File: config.mk
export PLATFORM = sky130hd
export DESIGN_NAME = cart_rom_mapper
export DESIGN_NICKNAME = d
export VERILOG_FILES = /design/src/rtl/cart_rom_mapper.sv
export SDC_FILE = /design/constraint.sdc
export NUM_CORES = 1
export LEC_CHECK = 0
export BUFFER_PORTS_ARGS = -buffer_cell sky130_fd_sc_hd__buf_2
export CORE_AREA = 2 2 105 107
export CTS_BUF_LIST = sky130_fd_sc_hd__clkbuf_8
export DETAILED_ROUTE_END_ITERATION = 7
export DIE_AREA = 0 0 107 109
export PLACE_DENSITY = 0.81
export SYNTH_ARGS = -nofsm -noshare
export SYNTH_HDL_FRONTEND = slang
export SYNTH_SLANG_ARGS = --single-unit
export TNS_END_PERCENT = 20
File: constraint.sdc
create_clock -name clk -period 4.95 [get_ports clk]
set_input_delay 0.495 -clock clk [delete_from_list [all_inputs] [get_ports clk]]
set_output_delay 0.495 -clock clk [all_outputs]
set_load 0.02 [all_outputs]
File: src/rtl/cart_rom_mapper.sv
// Cartridge bank-switch stage: latches the detected mapper at ROM load time,
// tracks bank writes from the Z80 and produces registered ROM/SRAM addresses.
module cart_rom_mapper #(
  parameter int BANK_W  = 8,
  parameter int SRAM_AW = 13
) (
  input  logic                clk,
  input  logic                reset_n,
  input  logic                cfg_valid,
  input  logic [2:0]          mapper,
  input  logic [3:0]          offset,
  input  logic [24:0]         rom_size,
  input  logic                slot_sel,
  input  logic [15:0]         cpu_addr,
  input  logic [7:0]          cpu_dout,
  input  logic                cpu_wr,
  input  logic                cpu_rd,
  output logic [24:0]         rom_addr,
  output logic                rom_oe,
  output logic [SRAM_AW-1:0]  sram_addr,
  output logic                sram_oe,
  output logic                sram_we,
  output logic                scc_sel,
  output logic [2:0]          cfg_mapper
);

  localparam logic [2:0] M_UNKNOWN = 3'd0;
  localparam logic [2:0] M_NONE    = 3'd1;
  localparam logic [2:0] M_GM2     = 3'd2;
  localparam logic [2:0] M_KONAMI  = 3'd3;
  localparam logic [2:0] M_SCC     = 3'd4;
  localparam logic [2:0] M_ASCII8  = 3'd5;
  localparam logic [2:0] M_ASCII16 = 3'd6;

  // Power-of-two size minus one, never below 8 KB.
  function automatic logic [24:0] size_mask(input logic [24:0] sz);
    logic [24:0] m;
    m = sz - 25'd1;
    m = m | (m >> 1);
    m = m | (m >> 2);
    m = m | (m >> 4);
    m = m | (m >> 8);
    m = m | (m >> 16);
    return m | 25'h1FFF;
  endfunction

  function automatic logic [BANK_W-1:0] bank_default(input logic [2:0] m, input logic [1:0] idx);
    logic [BANK_W-1:0] b;
    case (m)
      M_ASCII8, M_ASCII16: b = '0;
      default:             b = BANK_W'(idx);
    endcase
    return b;
  endfunction

  logic [2:0]         cfg_mapper_r;
  logic [3:0]         offset_r;
  logic [24:0]        rom_size_r;
  logic [24:0]        size_mask_r;
  logic [BANK_W-1:0]  bank_r [4];

  logic               wr_en_s;
  logic [1:0]         wr_idx_s;
  logic               sram_wr_s;

  logic [24:0]        rom_addr_r, rom_addr_s;
  logic               rom_oe_r, rom_oe_s;
  logic [SRAM_AW-1:0] sram_addr_r, sram_addr_s;
  logic               sram_oe_r, sram_oe_s;
  logic               sram_we_r;
  logic               scc_sel_r, scc_sel_s;

  logic [1:0]         region_s;
  logic               in_win_s;
  logic [BANK_W-1:0]  bank_sel_s;
  logic [BANK_W-1:0]  bmask_s;
  logic [BANK_W-1:0]  b16_s;
  logic [15:0]        base_s;
  logic [24:0]        span_s;
  logic               lin_hit_s;
  logic [24:0]        lin_addr_s;

  // Configuration latch on ROM load completion.
  always_ff @(posedge clk or negedge reset_n) begin
    if (!reset_n) begin
      cfg_mapper_r <= 3'd0;
      offset_r     <= 4'd0;
      rom_size_r   <= 25'd0;
      size_mask_r  <= 25'd0;
    end else if (cfg_valid) begin
      cfg_mapper_r <= mapper;
      offset_r     <= offset;
      rom_size_r   <= rom_size;
      size_mask_r  <= size_mask(rom_size);
    end
  end

  // Bank register write decode; a same-cycle cfg_valid drops the write.
  always_comb begin
    wr_en_s   = 1'b0;
    wr_idx_s  = 2'd0;
    sram_wr_s = 1'b0;
    if (cpu_wr && slot_sel && !cfg_valid) begin
      case (cfg_mapper_r)
        M_KONAMI: begin
          case (cpu_addr[15:13])
            3'b011:  begin wr_en_s = 1'b1; wr_idx_s = 2'd1; end
            3'b100:  begin wr_en_s = 1'b1; wr_idx_s = 2'd2; end
            3'b101:  begin wr_en_s = 1'b1; wr_idx_s = 2'd3; end
            default: wr_en_s = 1'b0;
          endcase
        end
        M_SCC: begin
          case (cpu_addr[15:11])
            5'b01010: begin wr_en_s = 1'b1; wr_idx_s = 2'd0; end
            5'b01110: begin wr_en_s = 1'b1; wr_idx_s = 2'd1; end
            5'b10010: begin wr_en_s = 1'b1; wr_idx_s = 2'd2; end
            5'b10110: begin wr_en_s = 1'b1; wr_idx_s = 2'd3; end
            default:  wr_en_s = 1'b0;
          endcase
        end
        M_ASCII8: begin
          if (cpu_addr[15:13] == 3'b011) begin
            wr_en_s  = 1'b1;
            wr_idx_s = cpu_addr[12:11];
          end else begin
            wr_en_s = 1'b0;
          end
        end
        M_ASCII16: begin
          case (cpu_addr[15:11])
            5'b01100: begin wr_en_s = 1'b1; wr_idx_s = 2'd0; end
            5'b01110: begin wr_en_s = 1'b1; wr_idx_s = 2'd1; end
            default:  wr_en_s = 1'b0;
          endcase
        end
        M_GM2: begin
          case (cpu_addr[15:12])
            4'h6:    begin wr_en_s = 1'b1; wr_idx_s = 2'd1; end
            4'h8:    begin wr_en_s = 1'b1; wr_idx_s = 2'd2; end
            4'hA:    begin wr_en_s = 1'b1; wr_idx_s = 2'd3; end
            4'hB: begin
              if (bank_r[3][4]) begin
                sram_wr_s = 1'b1;
              end else begin
                sram_wr_s = 1'b0;
              end
            end
            default: wr_en_s = 1'b0;
          endcase
        end
        default: wr_en_s = 1'b0;
      endcase
    end else begin
      wr_en_s = 1'b0;
    end
  end

  // Bank registers, reloaded with per-mapper defaults on every new configuration.
  always_ff @(posedge clk or negedge reset_n) begin
    if (!reset_n) begin
      for (int i = 0; i < 4; i++) bank_r[i] <= bank_default(3'd0, 2'(i));
    end else if (cfg_valid) begin
      for (int i = 0; i < 4; i++) bank_r[i] <= bank_default(mapper, 2'(i));
    end else if (wr_en_s) begin
      bank_r[wr_idx_s] <= BANK_W'(cpu_dout);
    end
  end

  assign region_s   = cpu_addr[14:13] ^ 2'b10;
  assign in_win_s   = (cpu_addr[15:14] == 2'b01) || (cpu_addr[15:14] == 2'b10);
  assign bank_sel_s = bank_r[region_s];
  assign bmask_s    = size_mask_r[BANK_W+12:13];
  assign b16_s      = bank_r[{1'b0, cpu_addr[15]}];
  assign base_s     = {offset_r, 12'h000};
  assign span_s     = (rom_size_r <= 25'h4000) ? 25'h4000 : rom_size_r;
  // 26-bit compare keeps base+span from wrapping.
  assign lin_hit_s  = (rom_size_r != 25'd0) && (cpu_addr >= base_s) &&
                      ({10'd0, cpu_addr} < ({10'd0, base_s} + {1'b0, span_s}));
  assign lin_addr_s = {9'd0, cpu_addr - base_s} & size_mask_r;

  // Read decode for the current access.
  always_comb begin
    rom_addr_s  = 25'd0;
    rom_oe_s    = 1'b0;
    sram_addr_s = '0;
    sram_oe_s   = 1'b0;
    scc_sel_s   = 1'b0;
    if (cpu_rd && slot_sel) begin
      case (cfg_mapper_r)
        M_UNKNOWN, M_NONE: begin
          if (lin_hit_s) begin
            rom_oe_s   = 1'b1;
            rom_addr_s = lin_addr_s;
          end else begin
            rom_oe_s = 1'b0;
          end
        end
        M_KONAMI, M_ASCII8: begin
          if (in_win_s) begin
            rom_oe_s   = 1'b1;
            rom_addr_s = 25'({bank_sel_s & bmask_s, cpu_addr[12:0]});
          end else begin
            rom_oe_s = 1'b0;
          end
        end
        M_SCC: begin
          if (in_win_s && (bank_r[2][5:0] == 6'h3F) && (cpu_addr[15:11] == 5'b10011)) begin
            scc_sel_s = 1'b1;
          end else if (in_win_s) begin
            rom_oe_s   = 1'b1;
            rom_addr_s = 25'({bank_sel_s & bmask_s, cpu_addr[12:0]});
          end else begin
            rom_oe_s = 1'b0;
          end
        end
        M_ASCII16: begin
          if (in_win_s) begin
            rom_oe_s   = 1'b1;
            rom_addr_s = 25'({b16_s & {1'b0, bmask_s[BANK_W-1:1]}, cpu_addr[13:0]});
          end else begin
            rom_oe_s = 1'b0;
          end
        end
        M_GM2: begin
          if (in_win_s && bank_sel_s[4]) begin
            sram_oe_s   = 1'b1;
            sram_addr_s = SRAM_AW'({bank_sel_s[5], cpu_addr[11:0]});
          end else if (in_win_s) begin
            rom_oe_s   = 1'b1;
            rom_addr_s = 25'({bank_sel_s & bmask_s, cpu_addr[12:0]});
          end else begin
            rom_oe_s = 1'b0;
          end
        end
        default: rom_oe_s = 1'b0;
      endcase
    end else begin
      rom_oe_s = 1'b0;
    end
    if (sram_wr_s) begin
      sram_addr_s = SRAM_AW'({bank_r[3][5], cpu_addr[11:0]});
    end else begin
      sram_addr_s = sram_addr_s;
    end
  end

  // Output registers.
  always_ff @(posedge clk or negedge reset_n) begin
    if (!reset_n) begin
      rom_addr_r  <= 25'd0;
      rom_oe_r    <= 1'b0;
      sram_addr_r <= '0;
      sram_oe_r   <= 1'b0;
      sram_we_r   <= 1'b0;
      scc_sel_r   <= 1'b0;
    end else begin
      rom_addr_r  <= rom_addr_s;
      rom_oe_r    <= rom_oe_s;
      sram_addr_r <= sram_addr_s;
      sram_oe_r   <= sram_oe_s;
      sram_we_r   <= sram_wr_s;
      scc_sel_r   <= scc_sel_s;
    end
  end

  assign rom_addr   = rom_addr_r;
  assign rom_oe     = rom_oe_r;
  assign sram_addr  = sram_addr_r;
  assign sram_oe    = sram_oe_r;
  assign sram_we    = sram_we_r;
  assign scc_sel    = scc_sel_r;
  assign cfg_mapper = cfg_mapper_r;

endmodule

==> key figures, run 1 <==
Route
  • Count of unresolved DRC violations after routing: 0
  • Vias post-DR: 4637
  • Number of violations reported at the end of detailed-routing iteration 0: 381
  • Via density: 5.91
  • First-pass iteration count of the detailed router: 5
  • Detailed Route WL: 14.0 mm
  • Per-cell routed wire length: 17.9 um
  • Post-route ant nets: 0

Synthesis
  • Proportion of synthesized area in mux cells: 0.134
  • Fraction of the mapped netlist area in adder cells: 0.0608
  • Simple-gate area share of the yosys netlist: 0.178
  • Gate Count Post-Synth: 543
  • Avg Cell Area, Syn: 11.1 sq um
  • Dominant synthesized flop cell: dfrtp_1
  • Number of register bits inferred by synthesis: 111
  • Number of library cell types mapped by synthesis: 79
  • EDFF count, synth: 0
  • Area share of xor/xnor cells in the synthesized design: 0.0160
  • Proportion of synthesized chip area in sequential cells: 0.463
  • Cell area after synthesis: 0.00601 sq mm
  • Share of flip-flops with an asynchronous set or reset after synthesis: 1.00
  • Warning count from the yosys run: 0
  • Largest family of logic cells by synthesized area: simple AND/OR/NAND/NOR gates
  • Area fraction in compound gates after synthesis: 0.115

Die
  • Core ar.: 0.0106 sq mm
  • Number of top-level pins: 107
  • Horizontal extent of the die: 107 um
  • DIE AREA: 0.0117 sq mm
  • Starting utilization of the core area: 0.567
  • Row count: 38
  • Chip Height: 109 um

CTS
  • Post-cts repair resize count: 0
  • Longest Clk Path Bufs: 2
  • Hold-fix buffers at CTS: 0
  • Worst-skew pair later-pin latency: 0.38 ns
  • Setup bufs post-CTS: 0
  • Sinks on Clock Net: 111
  • Clock tree from TritonCTS: done
  • Total CTS buffers: 9
  • Number of levels in the clock H-tree: 3
  • Clock transition time at the flip-flop clock pins of the worst setup and hold paths: 0.10 ns
  • Root Buffer Master: clkbuf_8

Setup path
  • Arrival time of data at the critical path endpoint: 4.52 ns
  • Required time worst endpoint: 5.20 ns
  • CP startpoint kind: register
  • Element type at the critical path end: register
  • CP max FO: 4
  • Critical setup path kind: register to register

STA
  • Worst max-slew margin expressed relative to the limit: 0.435
  • Final hold violations: 0
  • Total count of max-transition violations in the final report: 0
  • RSZ-0062 raised after global routing: false
  • Minimum setup slack in the final design: 0.676 ns
  • Clock period minus worst slack: 4.27 ns
  • Maximum clock rate: 234 MHz
  • Pin slew with the least headroom to its limit: 0.838 ns
  • Final period utilization: 0.864
  • Largest clock skew in the final design: 0.00459 ns
  • Total of endpoints with negative setup slack in the final report: 0
  • Sum Neg Setup Slack: 0 ns

Power and ir drop
  • Lkg Pwr: 3.28 nW
  • Worst ir drop on vdd: 0.170 mV
  • Power density relative to cell area: 288 mW/mm^2

Placed design
  • Place WS: 0.411 ns
  • Final estimated routing congestion in global placement: 0.872
  • Final HPWL DP: 10.2 mm
  • Buffers on Ports: 102

Status
  • Run status: complete, no violations

GRT
  • Total routing usage reported by global routing: 0.251
  • Largest net degree at the start of global routing: 67
  • Antenna violations before repair: 0
  • Wire length of the first global-routing pass: 22.6 mm
  • Vias in the first global route: 4612
  • Global-route congestion overflow total: 0

Min path
  • Path type of the worst min-delay path: input pin to async pin

Layout
  • Final nets: 729
  • Fraction of final layout cells with drive strength greater than 1: 0.300
  • Synthesis-to-finish area growth: 13.8%
  • Number of antenna cells inserted: 0

Run
  • Count of max-cap constraint violations: 0
==> cell usage after synthesis, drive strengths merged, types with 5 or more instances <==
| master | number | area (sq um) |
|---|---|---|
| nor3b | 5 | 42.5 |
| or4 | 7 | 56.3 |
| nor3 | 12 | 65.1 |
| a31o | 7 | 61.3 |
| o21ai | 22 | 110 |
| mux4 | 8 | 180 |
| mux2i | 23 | 230 |
| nand3 | 7 | 40.0 |
| mux2 | 35 | 394 |
| nor2 | 34 | 135 |
| and3 | 13 | 81.3 |
| dfrtp | 107 | 2680 |
| xnor2 | 8 | 70.1 |
| nor4 | 10 | 98.8 |
| ha | 26 | 325 |
| buf | 16 | 93.8 |
| clkbuf | 7 | 27.5 |
| nand2 | 43 | 161 |
| a21boi | 14 | 105 |
| o22ai | 6 | 37.5 |
| and2 | 15 | 93.8 |
| a21oi | 17 | 96.4 |
| inv | 20 | 75.1 |
| nor2b | 13 | 81.3 |
==> state kept, by name, summed over array words and instances (netlist names) <==
name         count
scc_sel          1
sram_oe          1
size_mask_r      9
cfg_mapper       3
offset_r         4
rom_oe           1
rom_size_r      25
bank_r          32
sram_we          1
sram_addr       13
rom_addr        21
==> worst max-delay path, stage by stage (launching register included) <==
cell and delay (ns):
dfrtp_1 0.39, or4_1 0.56, nor3_1 0.39, o21ai_0 0.27, and2_1 0.23, ha_1 0.21
fa_1 0.49, inv_1 0.04, ha_1 0.28, nand4_1 0.12, nor3_1 0.26, nand2_1 0.08
o2111a_1 0.26, o21ai_0 0.39, o21ai_0 0.18
==> kinds of logic (layout without fill, tap and decap cells) <==
logic type | after synthesis | in the layout
DFF | 111 | 111
adders and majority gates | 28 | 28
muxes | 66 | 66
buffers and inverters | 44 | 142
xor gates and xnor gates | 11 | 11
AOI/OAI and AO/OA | 96 | 96
and+or+nand+nor | 186 | 186
other | 1 | 4
==> layout by cell type (no fill, tap or decap), types with 6 or more instances in the layout <==
cell	Yosys	routed
a21boi_0	14	14
a21oi_1	16	16
a31o_2	7	7
and2_1	15	15
and3_1	13	13
buf_2	3	101
clkbuf_8	0	10
dfrtp_1	107	107
ha_1	26	26
inv_1	20	20
mux2_2	35	35
mux2i_1	23	23
mux4_2	8	8
nand2_1	43	43
nand3_1	6	6
nor2_1	33	33
nor2b_1	13	13
nor3_1	11	11
nor4_1	7	7
o21ai_0	19	19
o22ai_1	6	6
or4_1	6	6
xnor2_1	8	8
==> cell type report <==
| class | instances | area (sq um) |
|---|---|---|
| Timing Repair Buffer | 105 | 536 |
| Inverter | 21 | 78.8 |
| Tap cell | 140 | 175 |
| Clock buffer | 10 | 138 |
| Multi-Input combinational cell | 391 | 3040 |
| Clock inverter | 6 | 91.3 |
| Fill cell | 844 | 3760 |
| Sequential cell | 111 | 2780 |
==> stage by stage <==
step	hold WS, ns	total power, W	util	instance area, sq um	cells
2_1_floorplan	0.199	0.00125	-	6020	546
3_3_place_gp	0.480	0.00135	0.623	6600	767
3_5_place_dp	0.492	0.00137	0.623	6600	767
4_1_cts	0.223	0.00198	0.644	6830	783
5_1_grt	0.252	0.00207	0.645	6840	784
6_report	0.189	0.00197	0.645	6840	784
==> where the power goes <==
part	total, W	internal (W)	leakage, nW	switching (W)
sequential	0.000999	0.000957	1.41	0.0000425
clock	0.000614	0.000302	0.117	0.000312
combinational	0.000357	0.000157	1.76	0.000200
total	0.00197	0.00142	3.28	0.000555
==> worst paths after layout <==
path                                      from        endpoint  slack, ns  cells after the start
worst max-delay path            rom_size_r[21]    rom_addr[15]       0.68                     14
worst min-delay path                   reset_n   cfg_mapper[1]       0.19                      1
worst max register to register  rom_size_r[21]    rom_addr[15]       0.68                     14
worst min register to register  rom_size_r[20]  rom_size_r[20]       0.51                      1
max in group asynchronous              reset_n     offset_r[1]       3.68                      2
min in group clk                     mapper[2]   cfg_mapper[2]       0.35                      3
==> per-layer routing <==
layer | part of all wire | up-vias | track usage
li1 | - | 2151 | -
met1 | 0.43 | 2272 | 0.330
met2 | 0.48 | 189 | 0.413
met3 | 0.070 | 25 | 0.0622
met4 | 0.019 | 0 | 0.0807
met5 | 0 | - | 0
No activity file was read; power rests on OpenSTA's default activity.
==> run 2: changes to the inputs <==
--- a/config.mk
+++ b/config.mk
@@ -6,11 +6,13 @@
 export NUM_CORES = 1
 export LEC_CHECK = 0
 export BUFFER_PORTS_ARGS = -buffer_cell sky130_fd_sc_hd__buf_2
-export CORE_AREA = 2 2 105 107
+export CELL_PAD_IN_SITES_DETAIL_PLACEMENT = 2
+export CELL_PAD_IN_SITES_GLOBAL_PLACEMENT = 2
+export CORE_AREA = 2 2 129 131
 export CTS_BUF_LIST = sky130_fd_sc_hd__clkbuf_8
 export DETAILED_ROUTE_END_ITERATION = 7
-export DIE_AREA = 0 0 107 109
-export PLACE_DENSITY = 0.81
+export DIE_AREA = 0 0 131 133
+export PLACE_DENSITY_LB_ADDON = 0.1
 export SYNTH_ARGS = -nofsm -noshare
 export SYNTH_HDL_FRONTEND = slang
 export SYNTH_SLANG_ARGS = --single-unit
==> constraint.sdc (replaced) <==
create_clock -name clk -period 4.7 [get_ports clk]
set_input_delay 0.47 -clock clk [delete_from_list [all_inputs] [get_ports clk]]
set_output_delay 0.47 -clock clk [all_outputs]
set_load 0.02 [all_outputs]
==> key figures, run 2 (synthesis gave the netlist of run 1 again) <==
Status
  • Run status: complete, no violations

STA
  • Clock period minus worst slack: 4.40 ns
  • Total of endpoints with negative setup slack in the final report: 0
  • RSZ-0062 raised after global routing: false
  • Largest clock skew in the final design: 0.0136 ns
  • Final period utilization: 0.936
  • Pin slew with the least headroom to its limit: 1.01 ns
  • Minimum setup slack in the final design: 0.301 ns
  • Worst max-slew margin expressed relative to the limit: 0.328
  • Hold WS: 0.232 ns
  • Maximum clock rate: 227 MHz
  • Total count of max-transition violations in the final report: 0
  • Final hold violations: 0
  • Sum Neg Setup Slack: 0 ns

Setup path
  • CP startpoint kind: register
  • Depth of the worst register-to-register path: 15
  • CP max stage cell: or4_1
  • Slowest Stage Delay on Critical Path: 0.56 ns
  • Crit Reg-Reg Startpoint: rom_size_r[21]
  • Arrival time of data at the critical path endpoint: 4.61 ns
  • Element type at the critical path end: register
  • Cells along the critical path: or4_1 -> nor3_1 -> o21ai_0 -> buf_4 -> and2_1 -> ha_1 -> fa_1 -> inv_1 -> ha_1 -> nand4_1 -> nor3_1 -> nand2_1 -> o2111a_1 -> nand3_1 -> a21boi_0
  • CP max FO: 14
  • Required time worst endpoint: 4.91 ns
  • Slack of the worst reg-to-reg path: 0.30 ns
  • Worst setup endpoint: rom_addr[7]
  • Critical path origin: rom_size_r[21]
  • Reg-to-reg critical path endpoint: rom_addr[7]
  • Critical setup path kind: register to register

GRT
  • Most heavily used metal layer in global routing: met2
  • Antenna violations before repair: 0
  • Routing usage on met3: 0.0368
  • Total routing usage reported by global routing: 0.217
  • Largest net degree at the start of global routing: 78
  • Wire length of the first global-routing pass: 29.1 mm
  • Met1 usage: 0.308
  • GR met2 Demand/Resource: 0.352
  • Global-route congestion overflow total: 0
  • Vias in the first global route: 5328

CTS
  • Worst-skew pair later-pin latency: 0.38 ns
  • Longest Clk Path Bufs: 2
  • Root Buffer Master: clkbuf_8
  • Clock transition time at the flip-flop clock pins of the worst setup and hold paths: 0.11 ns
  • Setup bufs post-CTS: 0
  • Clock tree from TritonCTS: done
  • Number of levels in the clock H-tree: 3
  • Sinks on Clock Net: 111
  • Total CTS buffers: 9

Placed design
  • Buffers on Ports: 102
  • Place WS: 0.174 ns
  • Final HPWL DP: 13.5 mm
  • Final estimated routing congestion in global placement: 0.849
  • Placed insts: 848

Layout
  • Most common library cell in the layout ignoring fill and taps: dfrtp_1
  • Fraction of final layout cells with drive strength greater than 1: 0.298
  • Final nets: 729
  • Register name with the most flops: bank_r
  • Synthesis-to-finish area growth: 14.6%
  • Most frequent cells in the layout: 107 x dfrtp_1, 101 x buf_2, 43 x nand2_1
  • Number of antenna cells inserted: 0
  • Number of flip-flops in the largest register: 32
  • Number of cells in the finished layout apart from fillers: 864

Route
  • Count of unresolved DRC violations after routing: 0
  • Detailed Route WL: 18.0 mm
  • Via density: 5.39
  • Number of violations reported at the end of detailed-routing iteration 0: 181
  • Per-cell routed wire length: 20.8 um
  • First-pass iteration count of the detailed router: 4
  • Post-route ant nets: 0
  • Vias post-DR: 4656

Die
  • Row count: 47
  • Chip Height: 133 um
  • Core ar.: 0.0162 sq mm
  • Number of top-level pins: 107
  • Starting utilization of the core area: 0.372
  • Horizontal extent of the die: 131 um
  • DIE AREA: 0.0174 sq mm

Run
  • Count of max-cap constraint violations: 0

Power and ir drop
  • Worst ir drop on vdd: 0.161 mV
  • Power Total: 0.00198 W
  • Lkg Pwr: 3.26 nW
  • Power density relative to cell area: 288 mW/mm^2

Min path
  • Path type of the worst min-delay path: input pin to async pin
run 2: cell count changes in the layout (fill, tap and decap cells not counted), sizes merged:
cell and change:
buf +1, bufinv -2, clkbuf -1, inv +2
run 2: what timing repair did:
item / 4_1_cts / 5_1_grt
setup endpoints to repair: 0 / 4
hold buffers: 0 / 0
hold endpoints to repair: 0 / 0
gates resized for setup: 0 / 1
run 2: metal layers:
layer	vias to the layer above	part of all wire
li1	2144	-
met1	2411	0.48
met2	91	0.47
met3	10	0.039
met4	0	0.0091
met5	-	0
run 2: where the power goes:
part           internal [W]  leakage, nW  switching (W)
Sequential          0.00101         1.41      0.0000489
Combinational      0.000167         1.76       0.000227
Clock              0.000207       0.0980       0.000326
Total               0.00138         3.26       0.000601
run 2: layout make-up:
type                       instances  area (sq um)
fill                            1731          9290
multi-input combinational        391          3040
sequential                       111          2780
timing repair buffer             105           536
tap                              220           275
clock buffer                      10           138
inverter                          21          78.8
clock inverter                     6          36.3
run 2: metrics by stage:
step,cell area (sq um),util
after floorplan,6020,-
after global placement,6710,0.415
after detailed placement,6710,0.415
after CTS,6890,0.426
after global routing,6890,0.426
final,6890,0.426
run 2: worst min path at each step:
stage / end / startpoint / slack (ns) / depth (start not counted)
after floorplan: bank_r[10] / reset_n / 0.17 / 0
after global placement: rom_size_r[21] / rom_size_r[21] / 0.48 / 1
after detailed placement: rom_size_r[23] / rom_size_r[23] / 0.50 / 1
after CTS: bank_r[4] / reset_n / 0.27 / 1
after global routing: bank_r[4] / reset_n / 0.30 / 1
final: bank_r[4] / reset_n / 0.23 / 1
run 2: critical path: cells and delay by family, from the launching register on:
family	cells	cell delay (ns)
buffers and inverters	2	0.26
AOI/OAI and AO/OA	3	0.64
adders and majority gates	3	0.99
DFF	1	0.39
and+or+nand+nor	7	1.95
